### src/rtl/rv32_pkg.sv
// Shared RV32 fetch definitions: instruction fields, FSM states, buffer entries.
// Consumed by fetch_stage and fetch_fifo through import rv32_pkg::*.
package rv32_pkg;

  localparam int ILEN = 32;
  localparam logic [ILEN-1:0] NOP = 32'h0000_0013;
  localparam logic [31:0] RESET_PC_DEF = 32'h0000_0000;

  localparam int OP_LSB = 0;
  localparam int OP_MSB = 6;
  localparam int F3_LSB = 12;
  localparam int F3_MSB = 14;
  localparam int F7_LSB = 25;
  localparam int F7_MSB = 31;

  // Wide enough for occupancy/credit counts of a 4-entry buffer
  localparam int CNT_W = 3;

  typedef enum logic [1:0] {
    RST_HOLD,
    RUN,
    FLUSH
  } fetch_state_e;

  typedef struct packed {
    logic [31:0]     pc;
    logic [ILEN-1:0] instr;
  } fetch_entry_t;

  function automatic logic [31:0] word_align(
    input logic [31:0] a
  );
    return {a[31:2], 2'b00};
  endfunction

endpackage

### src/rtl/fetch_fifo.sv
// Instruction buffer holding {pc,instr} entries; head is read combinationally.
// Push into a full buffer succeeds only together with a pop.
module fetch_fifo
  import rv32_pkg::*;
#(
  parameter int DEPTH = 2
) (
  input  logic             clk,
  input  logic             rst,
  input  logic             clear,
  input  logic             push,
  input  logic             pop,
  input  fetch_entry_t     din,
  output fetch_entry_t     head,
  output logic [CNT_W-1:0] count
);

  localparam int PW = $clog2(DEPTH);

  fetch_entry_t   slots [DEPTH];
  logic [PW-1:0]  wr_ptr;
  logic [PW-1:0]  rd_ptr;
  logic           do_push;
  logic           do_pop;

  assign do_pop  = pop && (count != '0);
  assign do_push = push &&
                   ((count < CNT_W'(DEPTH)) || do_pop);
  assign head    = slots[rd_ptr];

  always_ff @(posedge clk or negedge rst) begin
    if (!rst) begin
      wr_ptr <= '0;
      rd_ptr <= '0;
      count  <= '0;
      for (int i = 0; i < DEPTH; i++) begin
        slots[i] <= '0;
      end
    end else if (clear) begin
      wr_ptr <= '0;
      rd_ptr <= '0;
      count  <= '0;
    end else begin
      if (do_push) begin
        slots[wr_ptr] <= din;
        wr_ptr        <= wr_ptr + PW'(1);
      end
      if (do_pop) begin
        rd_ptr <= rd_ptr + PW'(1);
      end
      count <= count + CNT_W'(do_push)
                     - CNT_W'(do_pop);
    end
  end

endmodule

### src/rtl/fetch_stage.sv
// Fetch stage: PC, credit-limited imem requests, in-order response buffer.
// Define FETCH_LOCK_EN to scramble op with the fetch-lock key.
module fetch_stage
  import rv32_pkg::*;
#(
  parameter logic [31:0] RESET_PC   = RESET_PC_DEF,
  parameter int          FIFO_DEPTH = 2,
  parameter logic [7:0]  KEY_FETCH  = 8'b10110010
) (
  input  logic        clk,
  input  logic        rst,
  output logic        imem_req_valid,
  input  logic        imem_req_ready,
  output logic [31:0] imem_addr,
  input  logic        imem_rsp_valid,
  input  logic [31:0] imem_rsp_data,
  input  logic        redirect,
  input  logic [31:0] redirect_pc,
  output logic        instr_valid,
  input  logic        instr_ready,
  output logic [31:0] instr,
  output logic [31:0] pc_out,
  output logic [31:0] pc_plus4,
  output logic [6:0]  op,
  output logic [2:0]  funct3,
  output logic [6:0]  funct7,
  input  logic [7:0]  key
);

  localparam int IFW = CNT_W + 1;

  fetch_state_e     state;
  fetch_state_e     state_nxt;
  logic [31:0]      pc;
  logic [31:0]      pc_nxt;
  logic [31:0]      rsp_pc;
  logic [31:0]      rsp_pc_nxt;
  logic [CNT_W-1:0] outstanding;
  logic [CNT_W-1:0] out_nxt;
  logic [CNT_W-1:0] drop_count;
  logic [CNT_W-1:0] drop_nxt;
  logic [CNT_W-1:0] fifo_count;
  logic [IFW-1:0]   inflight;
  logic             active;
  logic             hs;
  logic             rsp_take;
  logic             dropping;
  logic             push;
  logic             pop;
  fetch_entry_t     din;
  fetch_entry_t     head;

  assign active   = (state == RUN) || (state == FLUSH);
  assign inflight = {1'b0, outstanding}
                  + {1'b0, fifo_count};
  assign dropping = drop_count != '0;
  assign rsp_take = imem_rsp_valid && (outstanding != '0);

  assign imem_req_valid = active && !redirect &&
                          (inflight < IFW'(FIFO_DEPTH));
  assign hs        = imem_req_valid && imem_req_ready;
  assign imem_addr = word_align(pc);

  // Stale responses are burned off before anything reaches the buffer
  assign push = rsp_take && !dropping && !redirect;
  assign pop  = instr_valid && instr_ready && !redirect;

  always_comb begin
    state_nxt  = state;
    pc_nxt     = pc;
    rsp_pc_nxt = rsp_pc;
    drop_nxt   = drop_count;
    out_nxt    = outstanding + CNT_W'(hs)
                             - CNT_W'(rsp_take);
    if (hs) begin
      pc_nxt = pc + 32'd4;
    end
    if (push) begin
      rsp_pc_nxt = rsp_pc + 32'd4;
    end
    if (rsp_take && dropping) begin
      drop_nxt = drop_count - CNT_W'(1);
    end
    unique case (state)
      RST_HOLD: state_nxt = RUN;
      RUN:      state_nxt = RUN;
      FLUSH: begin
        if (!dropping) begin
          state_nxt = RUN;
        end
      end
      default:  state_nxt = RST_HOLD;
    endcase
    if (redirect) begin
      pc_nxt     = word_align(redirect_pc);
      rsp_pc_nxt = word_align(redirect_pc);
      drop_nxt   = out_nxt;
      state_nxt  = FLUSH;
    end
  end

  always_ff @(posedge clk or negedge rst) begin
    if (!rst) begin
      state       <= RST_HOLD;
      pc          <= RESET_PC;
      rsp_pc      <= word_align(RESET_PC);
      outstanding <= '0;
      drop_count  <= '0;
    end else begin
      state       <= state_nxt;
      pc          <= pc_nxt;
      rsp_pc      <= rsp_pc_nxt;
      outstanding <= out_nxt;
      drop_count  <= drop_nxt;
    end
  end

  assign din.pc    = rsp_pc;
  assign din.instr = imem_rsp_data;

  fetch_fifo #(
    .DEPTH (FIFO_DEPTH)
  ) u_fifo (
    .clk   (clk),
    .rst   (rst),
    .clear (redirect),
    .push  (push),
    .pop   (pop),
    .din   (din),
    .head  (head),
    .count (fifo_count)
  );

  assign instr_valid = fifo_count != '0;
  assign instr       = head.instr;
  assign pc_out      = head.pc;
  assign pc_plus4    = head.pc + 32'd4;
  assign funct3      = instr[F3_MSB:F3_LSB];
  assign funct7      = instr[F7_MSB:F7_LSB];

`ifdef FETCH_LOCK_EN
  logic unused_key;
  assign unused_key = key[7];
  assign op = instr[OP_MSB:OP_LSB]
            ^ (key[6:0] ^ KEY_FETCH[6:0]);
`else
  logic unused_key;
  assign unused_key = ^key;
  assign op = instr[OP_MSB:OP_LSB];
`endif

endmodule

### config.mk
export PLATFORM = sky130hd
export DESIGN_NAME = fetch_stage
export DESIGN_NICKNAME = d
export VERILOG_FILES = /design/src/rtl/rv32_pkg.sv /design/src/rtl/fetch_fifo.sv /design/src/rtl/fetch_stage.sv
export SDC_FILE = /design/constraint.sdc
export NUM_CORES = 1
export LEC_CHECK = 0
export ABC_AREA = 1
export CAP_MARGIN = 10
export CORE_MARGIN = 2
export CORE_UTILIZATION = 25
export DETAILED_ROUTE_END_ITERATION = 6
export PLACE_DENSITY_LB_ADDON = 0.12
export SETUP_SLACK_MARGIN = 0.3
export SYNTH_ARGS = -nofsm -noshare
export SYNTH_HDL_FRONTEND = slang
export SYNTH_SLANG_ARGS = --single-unit
### constraint.sdc
create_clock -name clk -period 4.3 [get_ports clk]
set_clock_uncertainty 0.15 [all_clocks]
set_input_delay 0.43 -clock clk [delete_from_list [all_inputs] [get_ports clk]]
set_output_delay 0.43 -clock clk [all_outputs]
set_load 0.1 [all_outputs]
Word-level counts from Yosys, hierarchy flattened --
Index checks and enable logic that the tools add are counted.
Word-level totals: output and inout port bits 147, input bits 78, register bits after elaboration 205
Cells by class: order comparisons 5, equal/unequal tests 3, bitwise logic cells 3, $add $sub $neg 11, reductions and logical operators 27, multiplexer cells 20
Operator list (number):
- 2-to-1 mux 64 bit | 4
- bitwise mux 128 bit | 1
- 2-to-1 mux 32 bit | 4
- adder 32 x 3 -> 32 bit, second input constant | 3
- demux 64 bit (select 1 bit) | 1
- logical AND 1 bit | 12
- nonzero test 2 bit | 5
- 2-to-1 mux 3 bit | 3
- nonzero test 3 bit | 3
- adder 3 x 1 -> 3 bit | 2
- subtractor 3 x 1 -> 3 bit | 2
- adder 3 x 3 -> 4 bit | 1
- >= comparator 2 bit, second input constant | 2
- < comparator 4 x 2 -> 1 bit, second input constant | 1
- 2-to-1 mux 1 bit | 4
- 2-to-1 mux 2 bit | 2
- inverter 1 -> 2 bit | 2
- one-hot mux 2 bit (2 select lines) | 1
- < comparator 3 x 2 -> 1 bit, second input constant | 1
- inequality test 3 bit, second input constant | 1
- subtractor 3 x 1 -> 3 bit, second input constant | 1
- adder 1 bit, second input constant | 2
- == test 2 x 1 -> 1 bit, second input constant | 1
- == test 2 bit, second input constant | 1
- 7 further kinds | 9

Depth between registers and ports, before layout --
depth in word-level cells 9, depth in mapped cells 15, gate-level depth less buffers 14

Cells and area by module --
From an unflattened synthesis, not the netlist that was laid out.
Second synthesis, totals: cells, all modules 1645, area total of the unflattened synthesis 12275.5 um^2
Modules (own cells, without submodules):
- fetch_fifo | cells an instance 810, seq. area each 3328.2 um^2, area each 6641.4 um^2, times used 1
- fetch_stage | cells an instance 835, seq. area each 1701.6 um^2, area each 5634.2 um^2, times used 1

Worst setup path after synthesis --
OpenSTA, ideal clock, no wires.
path kind register to output, from reg u_fifo.rd_ptr, to out pc_plus4[16], path slack -0.068 ns, cell stages (with the launch flop) 10, path buffers 1, arrival time 3.788 ns, required time 3.720 ns, cells stage by stage dfrtp_1 -> inv_4 -> buf_6 -> nand2_1 -> nand2_1 -> ha_1 -> nand2_2 -> nor3_2 -> nand2_1 -> xnor2_1
Between the ends: longest elaborated chain between the ends 5
RTL lines:
- from (decl) | line fetch_fifo.sv:22 | logic [PW-1:0] rd_ptr;
- from (signal assigned) | line fetch_fifo.sv:49 | rd_ptr <= rd_ptr + PW'(1);
- inverter 1 -> 2 bit (implied by the code) | line fetch_fifo.sv:29 | assign head = slots[rd_ptr];
- 2-to-1 mux 64 bit (implied by the code) (3 in series) | line fetch_fifo.sv:29
- net pc_out[2] | line fetch_stage.sv:22 | output logic [31:0] pc_out,
- adder 32 x 3 -> 32 bit | line fetch_stage.sv:137 | assign pc_plus4 = head.pc + 32'd4;
- to (decl) | line fetch_stage.sv:23 | output logic [31:0] pc_plus4,
The timed path passes the listed nets, and every way through them passes these cells. The select of a mux whose other input is x is not followed.

Worst setup path after layout --
from reg u_fifo.rd_ptr, to out pc_plus4[31]
Between the ends: longest elaborated chain between the ends 5
RTL lines (line):
- inverter 1 -> 2 bit (implied by the code) | fetch_fifo.sv:29
- 2-to-1 mux 64 bit (implied by the code) (3 in series) | fetch_fifo.sv:29
- adder 32 x 3 -> 32 bit | fetch_stage.sv:137
No other way between the ends. The select of a mux whose other input is x is not followed.

==> flow_metrics.py <==
metrics = {
    "status": {
        "status": "finished, final reports clean",
    },
    "worst_setup_path": {
        "cp-end-kind": "primary output",
        "cp_top_family": "buffers and inverters",
        "crit_path_frequent_cell": "nand2_1",
        "start_kind": "flop",
        "path_class": "flop to primary output",
        "cp.required_ns": 3.72,
        "cp_max_fo": 43,
        "critPathMaxStageDelay_ns": 0.54,
        "critPathBufInv": 3,
        "slowest_stage": "buf_4",
        "crit_chain": "inv_4 -> buf_4 -> nand2_1 -> nand2_1 -> nand2_1 -> nor2_1 -> nand3_1 -> nor2_1 -> nand3_1 -> nand2_1 -> buf_12",
        "critPathArrivalTime_ns": 3.08,
    },
    "synth": {
        "synthCells": 1620,
        "ys_seq_area_frac": 0.428,
        "yosysMostFrequentCell": "nand2_1",
        "synth_edf_count": 0,
        "muxShareOfSynthArea": 0,
        "yosys.area_share.adder": 0.0204,
        "async_flop_share": 1.00,
        "synth_area_per_cell_um2": 7.10,
        "synth-simple-area-share": 0.307,
        "synth_top_family_by_area": "simple AND/OR/NAND/NOR gates",
        "synth.top_cells.by_area": "dfrtp_1 (43%), nand2_1 (20%), o21ai_0 (6.0%)",
        "synth_common_cells": "nand2_1 (616), dfrtp_1 (197), inv_1 (178)",
        "synth_seq_cells": 197,
        "ys_types": 41,
        "synth_flop_cell": "dfrtp_1",
        "yosysWarnings": 0,
        "synth_largest_area_cell": "dfrtp_1",
        "syn-cell-area_mm2": 0.0115,
        "synth_top_cell_area_share": 0.428,
        "synth_compound_gate_area_share": 0.110,
        "synth_xor_area_frac": 0.0297,
    },
    "grt": {
        "met1_usage": 0.223,
        "overflow": 0,
        "grt_start_max_net_pins": 82,
        "grt_usage": 0.157,
        "use_met3": 0.0251,
        "busiest_layer": "met2",
        "use_met2": 0.242,
        "grt_pass1_wl_um": 57700,
        "grt_pass1_vias": 10100,
        "grt_antenna_before_repair": 0,
    },
    "timing": {
        "hold_viol": 0,
        "rsz0062_at_grt": "no",
        "fmax_mhz": 273,
        "setup_ws_ns": 0.640,
        "finalSetupViolCount": 0,
        "timing.final.crit_period_ns": 3.66,
        "drv_slew": 0,
        "setup_tns_ns": 0,
        "tightest_slew_ns": 1.01,
        "relSlewSlack": 0.327,
        "fin_crit_sh": 0.851,
    },
    "die": {
        "std_cell_rows": 78,
        "die_y_um": 219,
        "core_area_mm2": 0.0454,
        "initial_core_util": 0.254,
        "fp.dieW_um": 219,
        "die_area_mm2": 0.0478,
        "num_io_pins": 225,
    },
    "clock_tree": {
        "numClockSinks": 197,
        "root_buffer": "clkbuf_16",
        "post_cts_buffers": 0,
        "cts_tree": "yes",
        "clkTransAtPathRegs_ns": 0.07,
        "clock_path_buffers": 2,
        "clock_latency_ns": 0.45,
        "cts_made_buffers": 17,
        "cts_max_level": 4,
    },
    "route": {
        "vias_per_cell": 4.37,
        "drc_errors": 0,
        "routed_wl_um": 36600,
        "ant_nets": 0,
        "dr_total_vias": 10500,
        "routedWlPerCell_um": 15.3,
        "drt-pass1-iter-count": 6,
        "initialDrtViolationCount": 859,
    },
    "finish": {
        "diodes": 0,
        "fin_util": 0.324,
        "final_layout_size_suffix_gt1_frac": 0.113,
        "area_delta_synth_final_pct": 27.7,
        "fin_nets": 1880,
    },
    "flow_run": {
        "cap_violations": 0,
    },
    "placed_design": {
        "place_ws_ns": 0.792,
        "port_buffers": 208,
        "place_hpwl_um": 26900,
        "place_congestion": 0.818,
    },
    "hold_path": {
        "holdCritPathClass": "flop to flop",
    },
}
-- stage by stage --
stage	instance area (um^2)	instances	hold slack, ns
detailed placement	14100	2365	0.321
finish	14700	2398	0.333
global route	14700	2398	0.353
floorplan	11600	1625	-0.0156
global placement	14100	2365	0.312
CTS	14700	2398	0.339
-- layer usage --
metal  up-vias  part of all wire  routed length (um)
met5         -                 0                   0
met2       193              0.45               16300
met4         0             0.016                 602
li1       5359                 -                   -
met3        30             0.040                1470
met1      4904              0.50               18200
-- cells by family (layout without fill, tap and decap cells) --
family	count (synthesis)	count (layout)
other	1	6
AOI/OAI and AO/OA	224	224
adders and majority gates	17	17
buffers and inverters	265	438
xor gates and xnor gates	39	39
and+or+nand+nor	877	877
DFF	197	197
-- registers in the layout (all words and copies together), names as in the netlist --
register       flops
state              2
outstanding        3
u_fifo.slots     124
u_fifo.count       3
pc                30
rsp_pc            30
u_fifo.rd_ptr      1
u_fifo.wr_ptr      1
drop_count         3
-- layout by cell type (no fill, tap or decap), types with 4 or more instances in the layout --
master / netlist / routed
nor3_1: 13 / 13
xnor2_1: 8 / 7
o21ai_0: 137 / 137
xor2_1: 31 / 22
nand3_1: 88 / 88
nand2_2: 6 / 4
o21ai_1: 34 / 34
dfrtp_1: 197 / 196
clkdlybuf4s50_1: 0 / 97
clkbuf_8: 0 / 4
nand2_1: 616 / 616
xor2_2: 0 / 9
nand4_1: 11 / 11
o211ai_1: 21 / 21
ha_1: 14 / 14
inv_1: 178 / 178
nor2_1: 125 / 125
a21oi_1: 5 / 5
conb_1: 1 / 6
nor2_2: 7 / 7
o21ai_2: 17 / 17
clkbuf_1: 28 / 5
buf_12: 0 / 27
inv_2: 5 / 5
clkbuf_16: 0 / 17
buf_4: 31 / 94
-- path summary, 6_finish.rpt --
check,endpoint,cells after the start,slack (ns),startpoint
setup / recovery,pc_plus4[31],11,0.64,u_fifo.rd_ptr
hold / removal,u_fifo.slots[90],2,0.33,u_fifo.slots[90]
setup reg to reg,pc[19],12,0.88,outstanding[1]
hold reg to reg,u_fifo.slots[90],2,0.33,u_fifo.slots[90]
max in group asynchronous,rsp_pc[28],3,2.60,rst
min in group asynchronous,pc[3],2,0.43,rst
-- final cells by class --
type                    instances  area, um^2
fillers                      4888       30700
multi-input cells            1163        5480
repair buffers                221        2250
flip-flops and latches        197        4930
clock inverters                 7        96.3
well taps                     600         751
clock buffers                  25         485
inverters                     185         697
-- worst reg2reg max path, stage by stage, from the launching register on --
cell and delay, ns:
dfrtp_1 0.40, inv_1 0.12, fa_1 0.56, nand3_1 0.07, nor2_1 0.13, nand3_1 0.08
buf_4 0.19, nand2_1 0.45, clkinv_1 0.77, nand2_1 0.23, nand2_1 0.06, inv_1 0.05
nand2_1 0.04
-- what timing repair did --
action,4_1_cts,5_1_grt
endpoints found under the hold margin,78,0
resized for setup,0,1
endpoints found under the setup margin,0,2
hold buffers,1,0
Power is left out: the tool's default activity adds up to more than one toggle a clock period on the data nets, which glitch-free logic cannot reach.
==> edit 1 (config.mk and constraints unchanged) <==
Reset style: synchronous (`rst`), changed in 2 clocked blocks.
--- a/src/rtl/fetch_fifo.sv
+++ b/src/rtl/fetch_fifo.sv
@@ -28,7 +28,7 @@
                    ((count < CNT_W'(DEPTH)) || do_pop);
   assign head    = slots[rd_ptr];
 
-  always_ff @(posedge clk or negedge rst) begin
+  always_ff @(posedge clk) begin
     if (!rst) begin
       wr_ptr <= '0;
       rd_ptr <= '0;
--- a/src/rtl/fetch_stage.sv
+++ b/src/rtl/fetch_stage.sv
@@ -99,7 +99,7 @@
     end
   end
 
-  always_ff @(posedge clk or negedge rst) begin
+  always_ff @(posedge clk) begin
     if (!rst) begin
       state       <= RST_HOLD;
       pc          <= RESET_PC;
Behaviour: differs if rst is asserted again (counterexample within 4 cycles, from zero or initial values and one cycle with rst low); with rst held inactive, the same outputs for 4 cycles.
==> edit 1 against the original RTL <==
  * Sequential cell count up 1
  * Routed wire length down 1.9%
  * Largest cell class unchanged
  * Setup slack lost 0.0087 ns
  * Count of clock-buffer cells in the layout decreased by 8
  * Design area is 0.49% higher
  * Area after synthesis shrank 0.16%
  * First-iteration DRC count down 37%
  * Die area decreased by 0.16%
==> edit 1: results (changes against the original RTL) <==
| Metric | Value |
|---|---|
| Vias in the first global route | `9468 (was 10098)` |
| FILL cells | `4857 (was 4888)` |
| Status | `finished clean (unchanged)` |
| WP data arrival | `3.09 ns (was 3.08 ns)` |
| WL met3 | `1.61 mm (was 1.47 mm)` |
| Global placement routability congestion | `0.836 (was 0.818)` |
| CP max stage delay | `1.24 ns (was 0.54 ns)` |
| Worst path slowest cell | `clkdlybuf4s50_1 (was buf_4)` |
| Multi-input gates | `1043 (was 1163)` |
| Met1 Wirelength | `17.5 mm (was 18.2 mm)` |
| Multi-input combinational cell area | `5240 µm² (was 5480 µm²)` |
| Crit-path max FO | `60 (was 43)` |
| Worst r2r src | `outstanding[1]$_SDFF_PN0_ (was outstanding[1]$_DFF_PN0_)` |
| Worst hold slack | `0.326 ns (was 0.333 ns)` |
| Share of cells above drive strength 1 | `10.9% (was 11.3%)` |
| Met3 GRT Util | `3.02% (was 2.51%)` |
| Fraction of area in multi-input gates | `35.5% (was 37.3%)` |
| Storage element area | `5210 µm² (was 4930 µm²)` |
| GRT Overall Usage | `15.2% (was 15.7%)` |
| DR vias | `9944 (was 10486)` |
| Avg WL per Cell | `15.5 µm (was 15.3 µm)` |
| Clock Sinks | `198 (was 197)` |
| GRT met1 Usage | `20.9% (was 22.3%)` |
| Reg2reg path depth | `15 (was 12)` |
| Worst Hold Launch | `u_fifo.rd_ptr$_SDFFE_PP0P_ (was u_fifo.slots[90]$_DFFE_PN0P_)` |
| Ranking of synthesized cells by area | `edfxtp_1 (32%), dfxtp_1 (13%), nand2_1 (11%) (was dfrtp_1 (43%), nand2_1 (20%), o21ai_0 (6.0%))` |
| Netlist cell types | `39 (was 41)` |
| Worst Max-Slew Pin Slew | `1.01 ns (about the same)` |
| Data buffer area share | `14.9% (was 15.3%)` |
| Largest net degree at the start of global routing | `63 (was 82)` |
| Met2 wire len | `16.4 mm (was 16.3 mm)` |
| Placed inst area | `14200 µm² (was 14100 µm²)` |
| Nets | `1796 (was 1880)` |
| M2 GR Usage | `24.6% (was 24.2%)` |
| Clock network area share | `3.80% (was 3.96%)` |
| DR iter-0 viols | `540 (was 859)` |
[edit 1: changes by cell type in the layout (fill, tap and decap cells not counted), sizes merged, moves of 74 or more]
cell	delta
nand2	-261
dfrtp	-197
nor2	+179
edfxtp	+124
o21ai	-87
clkdlybuf4s50	+78
dfxtp	+74
[edit 1: power by group through the flow]
stage	Clock, µW	Sequential [µW]	Combinational [µW]
2_1_floorplan	0	2510	1610
3_3_place_gp	0	2350	2350
3_5_place_dp	0	2350	2360
4_1_cts	1640	2310	2360
5_1_grt	1710	2330	2490
6_report	1580	2310	2340
[edit 1: metrics by stage]
| step | worst slack, ns | std cells |
|---|---|---|
| floorplan | 0.127 | 1527 |
| global placement | 0.969 | 2282 |
| detailed placement | 0.963 | 2282 |
| CTS | 0.525 | 2314 |
| global route | 0.425 | 2314 |
| finish | 0.631 | 2314 |
[edit 1: worst max path at each step]
stage | depth (start not counted) | end | slack (ns) | start
floorplan | 10 | pc_plus4[16] | 0.13 | register
global placement | 15 | drop_count[2]$_SDFFE_PN0P_ | 0.97 | outstanding[1]$_SDFF_PN0_
detailed placement | 15 | drop_count[2]$_SDFFE_PN0P_ | 0.96 | redirect
CTS | 4 | pc_out[16] | 0.52 | register
global route | 10 | pc_plus4[18] | 0.42 | register
finish | 4 | pc_out[22] | 0.63 | register
[edit 1: logic make-up (layout without fill, tap and decap cells)]
logic type	after synthesis	after routing	synth area share [%]
adders and majority gates	17	17	2.05
buffers and inverters	286	473	10.7
AOI/OAI and AO/OA	170	170	8.33
and+or+nand+nor	792	792	28.4
DFF	198	198	45.3
muxes	32	32	3.14
xor gates and xnor gates	26	26	1.98
other	1	6	0.0326
==> edit 2 (same settings) <==
Made on the original files. Add a define of `FETCH_LOCK_EN`.
--- a/src/rtl/fetch_stage.sv
+++ b/src/rtl/fetch_stage.sv
@@ -1,5 +1,7 @@
 // Fetch stage: PC, credit-limited imem requests, in-order response buffer.
 // Define FETCH_LOCK_EN to scramble op with the fetch-lock key.
+`define FETCH_LOCK_EN
+
 module fetch_stage
   import rv32_pkg::*;
 #(
Formal check against the unedited RTL: not equivalent (Yosys sat finds a counterexample within 4 cycles, from zero or initial values and one cycle with rst low).
==> edit 2 against the original RTL <==
  * Via count increased by 0.22%
  * Sequential cell count stayed put
  * Global-route usage shrank 0.27 points
  * Routed wire length shrank 0.65%
  * Area after synthesis up 1.0%
  * First-iteration DRC count shrank 21%
  * Register-to-register slack better by 0.16 ns
  * Non-clock buffer count up 5
  * Maximum frequency grew 1.2%
  * Design area grew 0.33%
  * Synthesized cell count shrank 0.80%
  * Setup slack better by 0.042 ns
  * Largest cell class unchanged
  * Highest routed layer unchanged
Power is not shown: default switching activity piles up to over one toggle a cycle in this logic, so the estimate is an artifact.
==> edit 2: results (changes against the original RTL) <==
| Metric | Value |
|---|---|
| Status | `finished clean (unchanged)` |
| Fin cells | `2403 (was 2398)` |
| # port buffers | `215 (was 208)` |
| Sequential-to-total area share from yosys stat | `42.4% (was 42.8%)` |
| Largest net degree at the start of global routing | `107 (was 82)` |
| Crit path max-delay family | `simple AND/OR/NAND/NOR gates (was buffers and inverters)` |
| Dpl hpwl | `26.7 mm (was 26.9 mm)` |
| Worst hold slack | `0.232 ns (was 0.333 ns)` |
| Ranking of synthesized cells by area | `dfrtp_1 (42%), nand2_1 (19%), inv_1 (5.3%) (was dfrtp_1 (43%), nand2_1 (20%), o21ai_0 (6.0%))` |
| Nets | `1878 (was 1880)` |
| R2R Setup Slk | `1.04 ns (was 0.88 ns)` |
| Vias in the first global route | `10096 (was 10098)` |
| WP data arrival | `3.04 ns (was 3.08 ns)` |
| Crit-path max FO | `50 (was 43)` |
| First-pass GRT wire length | `57.3 mm (was 57.7 mm)` |
| Commonest cells in the netlist | `nand2_1 (579), dfrtp_1 (197), inv_1 (165), nor2_1 (130), o21ai_1 (106) (was nand2_1 (616), dfrtp_1 (197), inv_1 (178), o21ai_0 (137), nor2_1 (125))` |
| Slew headroom | `33.0% (was 32.7%)` |
| Met1 Wirelength | `18.1 mm (was 18.2 mm)` |
| Share of cells above drive strength 1 | `12.7% (was 11.3%)` |
| DRT Pass-1 Iters | `5 (was 6)` |
| Worst R2R End | `drop_count[2]$_DFFE_PN0P_ (was pc[19]$_DFFE_PN0P_)` |
| Global placement routability congestion | `0.877 (was 0.818)` |
| Final WL | `36.3 mm (was 36.6 mm)` |
| FILL cells | `5050 (was 4888)` |
| WL met3 | `1.51 mm (was 1.47 mm)` |
| Hold Crit Class | `in -> reg (was reg -> reg)` |
| Met2 wire len | `16.2 mm (was 16.3 mm)` |
| Worst Hold Launch | `redirect (was u_fifo.slots[90]$_DFFE_PN0P_)` |
| Netlist cell types | `44 (was 41)` |
| Final min period | `3.62 ns (was 3.66 ns)` |
| Worst path slowest cell | `dfrtp_2 (was buf_4)` |
| Hold path endpoint | `rsp_pc[16]$_DFFE_PN0N_ (was u_fifo.slots[90]$_DFFE_PN0P_)` |
edit 2: metal layers:
metal | track usage [%] | up-vias
li1 | - | 5376
met1 | 22.1 | 4908
met2 | 23.8 | 203
met3 | 2.31 | 22
met4 | 4.54 | 0
met5 | 0 | -
edit 2: logic make-up (layout without fill, tap and decap cells):
logic type      after synthesis  in the layout  share of synthesized area [%]
compound gates              232            232                           11.1
xor+xnor                     40             40                           3.01
fa+ha+maj                    17             17                           2.02
buf+inv                     249            432                           10.1
flops                       197            197                           42.4
other cells                   1              7                         0.0323
simple gates                871            871                           31.3
edit 2: final cells by class:
cell class	instances	area, µm²	share of cell area, %
inverter	175	669	4.54
clock inverter	12	130	0.883
timing repair buffer	226	2150	14.6
sequential	197	4930	33.4
antenna	1	2.50	0.0170
clock buffer	19	443	3.00
multi-input combinational	1166	5660	38.4
tap	607	759	5.15
